**src/rtl/computer_system_odata_fifo_pio.sv**
```systemverilog
// Avalon-MM output PIO: CPU-written words are queued and presented to the fabric.
// Status/control registers expose fill level, sticky overflow, output enable and flush.
module computer_system_odata_fifo_pio #(
  parameter int DATA_W = 24,
  parameter int DEPTH  = 8
) (
  input  logic              clk,
  input  logic              reset,
  input  logic [1:0]        address,
  input  logic              chipselect,
  input  logic              write,
  input  logic [31:0]       writedata,
  output logic [31:0]       readdata,
  output logic [DATA_W-1:0] out_port,
  output logic              out_valid,
  input  logic              out_ready
);

  localparam int AW = (DEPTH > 1) ? $clog2(DEPTH) : 1;
  localparam int LW = AW + 1;

  // Handshake: a word transfers at a rising edge where out_valid and out_ready are
  // both 1. out_valid never depends on out_ready; out_port is stable while out_valid
  // is high and no transfer has happened.

  logic [DATA_W-1:0] mem [DEPTH];
  logic [AW-1:0]     rd_ptr, wr_ptr, rd_ptr_pop;
  logic [LW-1:0]     level, lvl_pop, level_nxt;
  logic              overflow, enable, enable_nxt;
  logic [DATA_W-1:0] last_wr;
  logic              wr_en, push, pop, full, empty, flush, accept, ovf_set, ovf_clr;
  logic              show_nxt;
  logic [31:0]       status, rd_mux;
  logic              unused_bits;

  assign unused_bits = &{1'b0, writedata};

  assign wr_en   = chipselect & write;
  assign push    = wr_en & (address == 2'd0);
  assign pop     = out_valid & out_ready;
  assign full    = (level == LW'(DEPTH));
  assign empty   = (level == '0);
  assign flush   = wr_en & (address == 2'd2) & writedata[1];
  assign accept  = push & ~full;
  assign ovf_set = push & full;
  assign ovf_clr = wr_en & (address == 2'd1) & writedata[10];

  assign enable_nxt = (wr_en && address == 2'd2) ? writedata[0] : enable;
  assign rd_ptr_pop = rd_ptr + AW'(pop);
  assign lvl_pop    = level - LW'(pop);
  assign level_nxt  = lvl_pop + LW'(accept);
  // A word pushed this edge becomes visible one edge later; the pop takes effect now.
  assign show_nxt   = (lvl_pop != '0) & enable_nxt;

  always_comb begin
    status           = '0;
    status[LW-1:0]   = level;
    status[8]        = empty;
    status[9]        = full;
    status[10]       = overflow;
  end

  always_comb begin
    rd_mux = '0;
    case (address)
      2'd0:    rd_mux = 32'(last_wr);
      2'd1:    rd_mux = status;
      2'd2:    rd_mux = {31'd0, enable};
      default: rd_mux = '0;
    endcase
  end

  always_ff @(posedge clk) begin
    if (accept) mem[wr_ptr] <= writedata[DATA_W-1:0];
  end

  always_ff @(posedge clk or posedge reset) begin
    if (reset) begin
      rd_ptr    <= '0;
      wr_ptr    <= '0;
      level     <= '0;
      out_valid <= 1'b0;
      out_port  <= '0;
      readdata  <= '0;
      overflow  <= 1'b0;
      enable    <= 1'b1;
      last_wr   <= '0;
    end else begin
      readdata <= rd_mux;
      enable   <= enable_nxt;
      if (push) last_wr <= writedata[DATA_W-1:0];
      if (ovf_set)      overflow <= 1'b1;
      else if (ovf_clr) overflow <= 1'b0;
      if (flush) begin
        rd_ptr    <= '0;
        wr_ptr    <= '0;
        level     <= '0;
        out_valid <= 1'b0;
      end else begin
        rd_ptr    <= rd_ptr_pop;
        if (accept) wr_ptr <= wr_ptr + AW'(1);
        level     <= level_nxt;
        out_valid <= show_nxt;
        // out_port keeps the last presented word while nothing is valid.
        if (show_nxt) out_port <= mem[rd_ptr_pop];
      end
    end
  end

endmodule

```
**config.mk**
```make
export PLATFORM = sky130hd
export DESIGN_NAME = computer_system_odata_fifo_pio
export DESIGN_NICKNAME = d
export VERILOG_FILES = /design/src/rtl/computer_system_odata_fifo_pio.sv
export SDC_FILE = /design/constraint.sdc
export NUM_CORES = 1
export LEC_CHECK = 0
export BUFFER_PORTS_ARGS = -buffer_cell sky130_fd_sc_hd__buf_4
export CAP_MARGIN = 30
export CORE_ASPECT_RATIO = 0.7
export CORE_MARGIN = 2
export CORE_UTILIZATION = 59
export DETAILED_ROUTE_END_ITERATION = 6
export PLACE_DENSITY = 0.91
export SETUP_SLACK_MARGIN = 0.02
export SYNTH_ARGS = -nofsm -noshare
export SYNTH_HDL_FRONTEND = slang
export SYNTH_SLANG_ARGS = --single-unit
```
**constraint.sdc**
```tcl
create_clock -name clk -period 4.07 [get_ports clk]
set_input_delay 0.814 -clock clk [delete_from_list [all_inputs] [get_ports clk]]
set_output_delay 0.814 -clock clk [all_outputs]
set_load 0.01 [all_outputs]
```
---- Word level (Yosys, flattened, before mapping) ----
Memories as Yosys holds them, arrays and structs flattened. A register that Yosys moved wholly into a read port is not among the register bits.
Cells that the tools add are included.
cells by class
  add/subtract/negate cells ............... 4
  equal/unequal tests ..................... 3
  multiplexer cells ....................... 11
  bitwise operators ....................... 12
  reductions and logical operators ........ 7
operators by type and width
  cell                                                 number
  case mux 24 bit (3 select lines)                     1
  bitwise AND 1 bit                                    10
  2-to-1 mux 3 bit                                     3
  2-to-1 mux 1 bit                                     6
  adder 4 x 1 -> 4 bit                                 1
  equality test 4 bit, second input constant           1
  logical NOT 4 bit                                    1
  2-to-1 mux 4 bit                                     1
  nonzero test 2 bit                                   2
  nonzero test 4 bit                                   1
  subtractor 4 x 1 -> 4 bit                            1
  adder 3 x 1 -> 3 bit                                 1
  adder 3 x 1 -> 3 bit, second input constant          1
  equality test 2 x 1 -> 1 bit, second input constant  1
  equality test 2 bit, second input constant           1
  logical NOT 2 bit                                    1
  NOT 1 bit                                            2
  AND reduction 2 bit                                  1
  logical AND 1 bit                                    1
storage, ports and cells
  flip-flop bits (word level) ............. 69
  memory bits (writable) .................. 192
  input bits .............................. 39
  output and inout bits ................... 57
  logic and storage cells ................. 46
  memories kept ........................... 1
memory list
  name  depth  bits a word  rd ports  clocked after Yosys merged registers in  write ports  line  source
  mem   8      24           1         1                                        1            26    logic [DATA_W-1:0] mem [DEPTH];

---- Longest topological paths before layout ----
  depth after elaboration ................. 5
  depth in mapped cells ................... 9
  depth with buffers taken out ............ 7

---- Worst setup path after synthesis ----
No wires, ideal clock.
  path kind ............................... in2reg
  from .................................... input port address[1]
  to ...................................... memory mem[1][0], enable pin
  library setup time ...................... 0.435 ns
  data arrival time ....................... 3.266 ns
  data required time ...................... 3.635 ns
  path slack .............................. 0.369 ns
  stages .................................. 6
  path buffers ............................ 2
  cells stage by stage .................... nor4bb_1 buf_2 and2_1 buf_6 nand2_1 nor3_1
on the way
  word-level cells in the longest chain between the ends .. 5
ends and longest elaborated chain
  item                                    line  source
  from (decl)                             9     input logic [1:0] address,
  logical NOT 2 bit                       39    assign push = wr_en & (address == 2'd0);
  bitwise AND 1 bit                       39
  bitwise AND 1 bit                       44    assign accept = push & ~full;
  2-to-1 mux 1 bit                        74    if (accept) mem[wr_ptr] <= writedata[DATA_W-1:0];
  2-to-1 mux 1 bit (not written as such)  74
  to (decl)                               26
Every way passes these cells.

---- Worst setup path after layout ----
  from .................................... register out_valid
  to ...................................... register out_port[17] (read register of mem)
on the way
  word-level cells in the longest chain between the ends .. 5
  elaborated cells on any way between the ends .. 6
  those cells by class .................... add/sub: 2; bitwise: 2; reduce/logical: 2
ends and longest elaborated chain
  item                                  line  source
  from (decl)                           15    output logic out_valid,
  from (signal assigned)                103   out_valid <= show_nxt;
  bitwise AND 1 bit *                   40    assign pop = out_valid & out_ready;
  subtractor 4 x 1 -> 4 bit             50    assign lvl_pop = level - LW'(pop);
  nonzero test 4 bit                    53    assign show_nxt = (lvl_pop != '0) & enable_nxt;
  bitwise AND 1 bit                     53
  AND reduction 2 bit (no source line)  -
  to (decl)                             14    output logic [DATA_W-1:0] out_port,
Mark *: on every way between the ends. The rest lies on a longest branch, timed or not.
A chain may end at the register's enable or synchronous reset.

==> results.tsv <==
metric	value	unit
Fillers	1163	
area delta synth->final	15.7	%
post-route cell area	12900	µm²
Setup Skew	24.3	ps
remaining antenna violation count	0	
P per Cell Area	683	nW/µm²
DRT Pass-1 Iters	5	
Syn Inst Count	695	
post-synthesis register bit count	277	
maximum VDD drop	0.431	mV
RSZ-0062 raised after global routing	no	
IO buf count	79	
share of layout cells above drive strength 1	26.4	%
critical path class	reg -> reg	
Crit path arrival time	3170	ps
Leakage	5.02	nW
Final period util	68.2	%
number of clock sinks	277	
R2R setup slack	1290	ps
Setup crit start kind	flop	
Place WS	784	ps
Synth Flop Type	edfxtp_1	
clk_lat worst skew	530	ps
GRT Overall Usage	23.5	%
worst-margin pin slew	980	ps
number of enable flip-flop cells after synthesis	192	
initial antenna violation count	0	
Final nets	821	
FF-to-FF path depth	8	
placed cell area	12000	µm²
synth warn	0	
fin util	68.9	%
vias per cell	6.03	
RR Startpoint	out_valid$_DFF_PP0_	
Mapped Avg Cell Area	16.1	µm²
first-pass GRT wire length	35.7	mm
Max-Cap Viols	0	
hpwl dp	13.6	mm
H-Tree Level Count	1	
most numerous cell in the Yosys netlist	edfxtp_1	
vias in the first global route	6351	
IO Pins	96	
CTS buffer count	26	
root cell of the clock tree	clkbuf_16	
cell row count	42	
Initial Util	59.6	%
Synth area leaders	edfxtp_1 (52%), dfrtp_1 (19%), mux2i_1 (4.9%), a2111oi_0 (3.8%), mux2_2 (3.0%)	
Rel. slew slack	34.5	%
Post-CTS Hold Buffers	0	
post-synth top area share	51.6	%
Core Area	18800	µm²
final slew viol count	0	
Tightest Hold Check Type	in -> async	
gr ovfl total	0	
TritonCTS clock tree	built	
# diodes	0	
Final Hold Viols	0	
reg2reg end	out_port[17]$_DFFE_PP0P_	
routed len/inst	22.6	µm
run status	finished, final reports clean	
Synth cell types	41	
synthesized cell area	11200	µm²
largest net degree at the start of global routing	73	
most frequent cells after synthesis	edfxtp_1 (192), dfrtp_1 (84), mux2i_1 (55)	
WHS	235	ps
sequential area share after synthesis	70.6	%
clock-pin slew on the worst setup and hold paths	70	ps
Crit Path Max Fanout	14	
crit path time final	2780	ps
drc violations	0	
CTS Buffer Depth	3	
Post-Route Setup TNS	0	ps
Die H	119	µm
final wirelength	23.4	mm
Die X	169	µm
post-route setup slack	1290	ps
CTS resizes	0	
DR iter-0 viols	572	
GPL Wtd Cong	0.783	
Setup violations, final	0	
# Post-CTS Setup Buffers	0	
endpoint type of the worst setup path	flop	
full die area	20100	µm²
via count	6249	
Post-synth ARST share	30.7	%
top cell type by total area after synthesis	edfxtp_1	
CP required	4460	ps
fmax	360	MHz
## stage by stage
| step | power (mW) | std cells |
|---|---|---|
| floorplan | 5.56 | 702 |
| detailed placement | 6.37 | 989 |
| global route | 9.21 | 1037 |
| finish | 8.84 | 1037 |
| global placement | 6.26 | 989 |
| CTS | 8.86 | 1037 |
## registers in the layout, summed over array words and instances, names as in the netlist
signal     count
enable         1
last_wr       24
level          4
mem          192
out_port      24
out_valid      1
overflow       1
rd_ptr         3
readdata      24
wr_ptr         3
## layout by cell type (no fill, tap or decap), types with 3 or more instances in the layout
master        n
clkinv_2      4
nor4_1       24
xnor2_1       3
mux2_4       19
nor2_2        6
and2_1       20
buf_12        4
inv_1         4
mux2i_1      55
clkbuf_1      7
buf_4        95
clkinvlp_4    3
and3_1       48
a2111oi_0    48
nand3_1       3
edfxtp_1    192
nand2_1       3
dfrtp_1      84
nor2b_1      53
mux2_2       30
conb_1        8
nand2b_1      4
clkbuf_16    29
nor2_1       11
ha_1          5
## worst max-delay path by stage
stage / cells after the start / start / slack, ps / endpoint
2_1_floorplan: 6 / address[1] / 370 / mem[1][0]$_DFFE_PP_
6_report: 8 / out_valid$_DFF_PP0_ / 1290 / out_port[17]$_DFFE_PP0P_
3_5_place_dp: 9 / out_ready / 780 / out_port[11]$_DFFE_PP0P_
5_1_grt: 8 / out_valid$_DFF_PP0_ / 1210 / out_port[17]$_DFFE_PP0P_
3_3_place_gp: 9 / out_ready / 830 / out_port[8]$_DFFE_PP0P_
4_1_cts: 8 / out_valid$_DFF_PP0_ / 1270 / out_port[17]$_DFFE_PP0P_
## critical path, stage by stage, from the launching register on
cell and delay [ps]:
dfrtp_1 370, and2_1 240, ha_1 230, ha_1 220, xor2_2 220, nor3_1 110
a21oi_4 600, buf_4 280, mux2_2 340
## report_power, final
| group | internal [mW] | total [mW] | switching, mW |
|---|---|---|---|
| clock | 1.46 | 2.48 | 1.02 |
| combinational | 1.32 | 2.85 | 1.53 |
| sequential | 3.32 | 3.51 | 0.194 |
## per-layer routing
layer / share of wire, % / vias up / track usage (%)
li1: - / 2790 / -
met1: 42 / 3150 / 34.1
met2: 47 / 268 / 36.9
met3: 9.0 / 41 / 5.28
met4: 1.7 / 0 / 5.77
met5: 0 / - / 0
## kinds of logic (layout without fill, tap and decap cells)
| kind of cell | count (synthesis) | count (layout) | share of synthesized area [%] |
|---|---|---|---|
| muxes | 104 | 104 | 10.5 |
| xor gates and xnor gates | 7 | 7 | 0.616 |
| AOI/OAI and AO/OA | 56 | 56 | 4.31 |
| other | 1 | 8 | 0.0335 |
| adders and majority gates | 7 | 7 | 0.783 |
| buffers and inverters | 59 | 152 | 3.11 |
| and+or+nand+nor | 184 | 184 | 10.0 |
| DFF | 277 | 277 | 70.6 |
## layout make-up
cell class,instances,area [µm²],share of cell area [%]
well taps,242,303,2.34
clock inverters,10,108,0.832
flip-flops and latches,277,7890,61.0
inverters,5,20.0,0.155
repair buffers,99,793,6.13
clock buffers,38,779,6.03
multi-input cells,366,3030,23.5
Power figures use the tool's default switching activity.
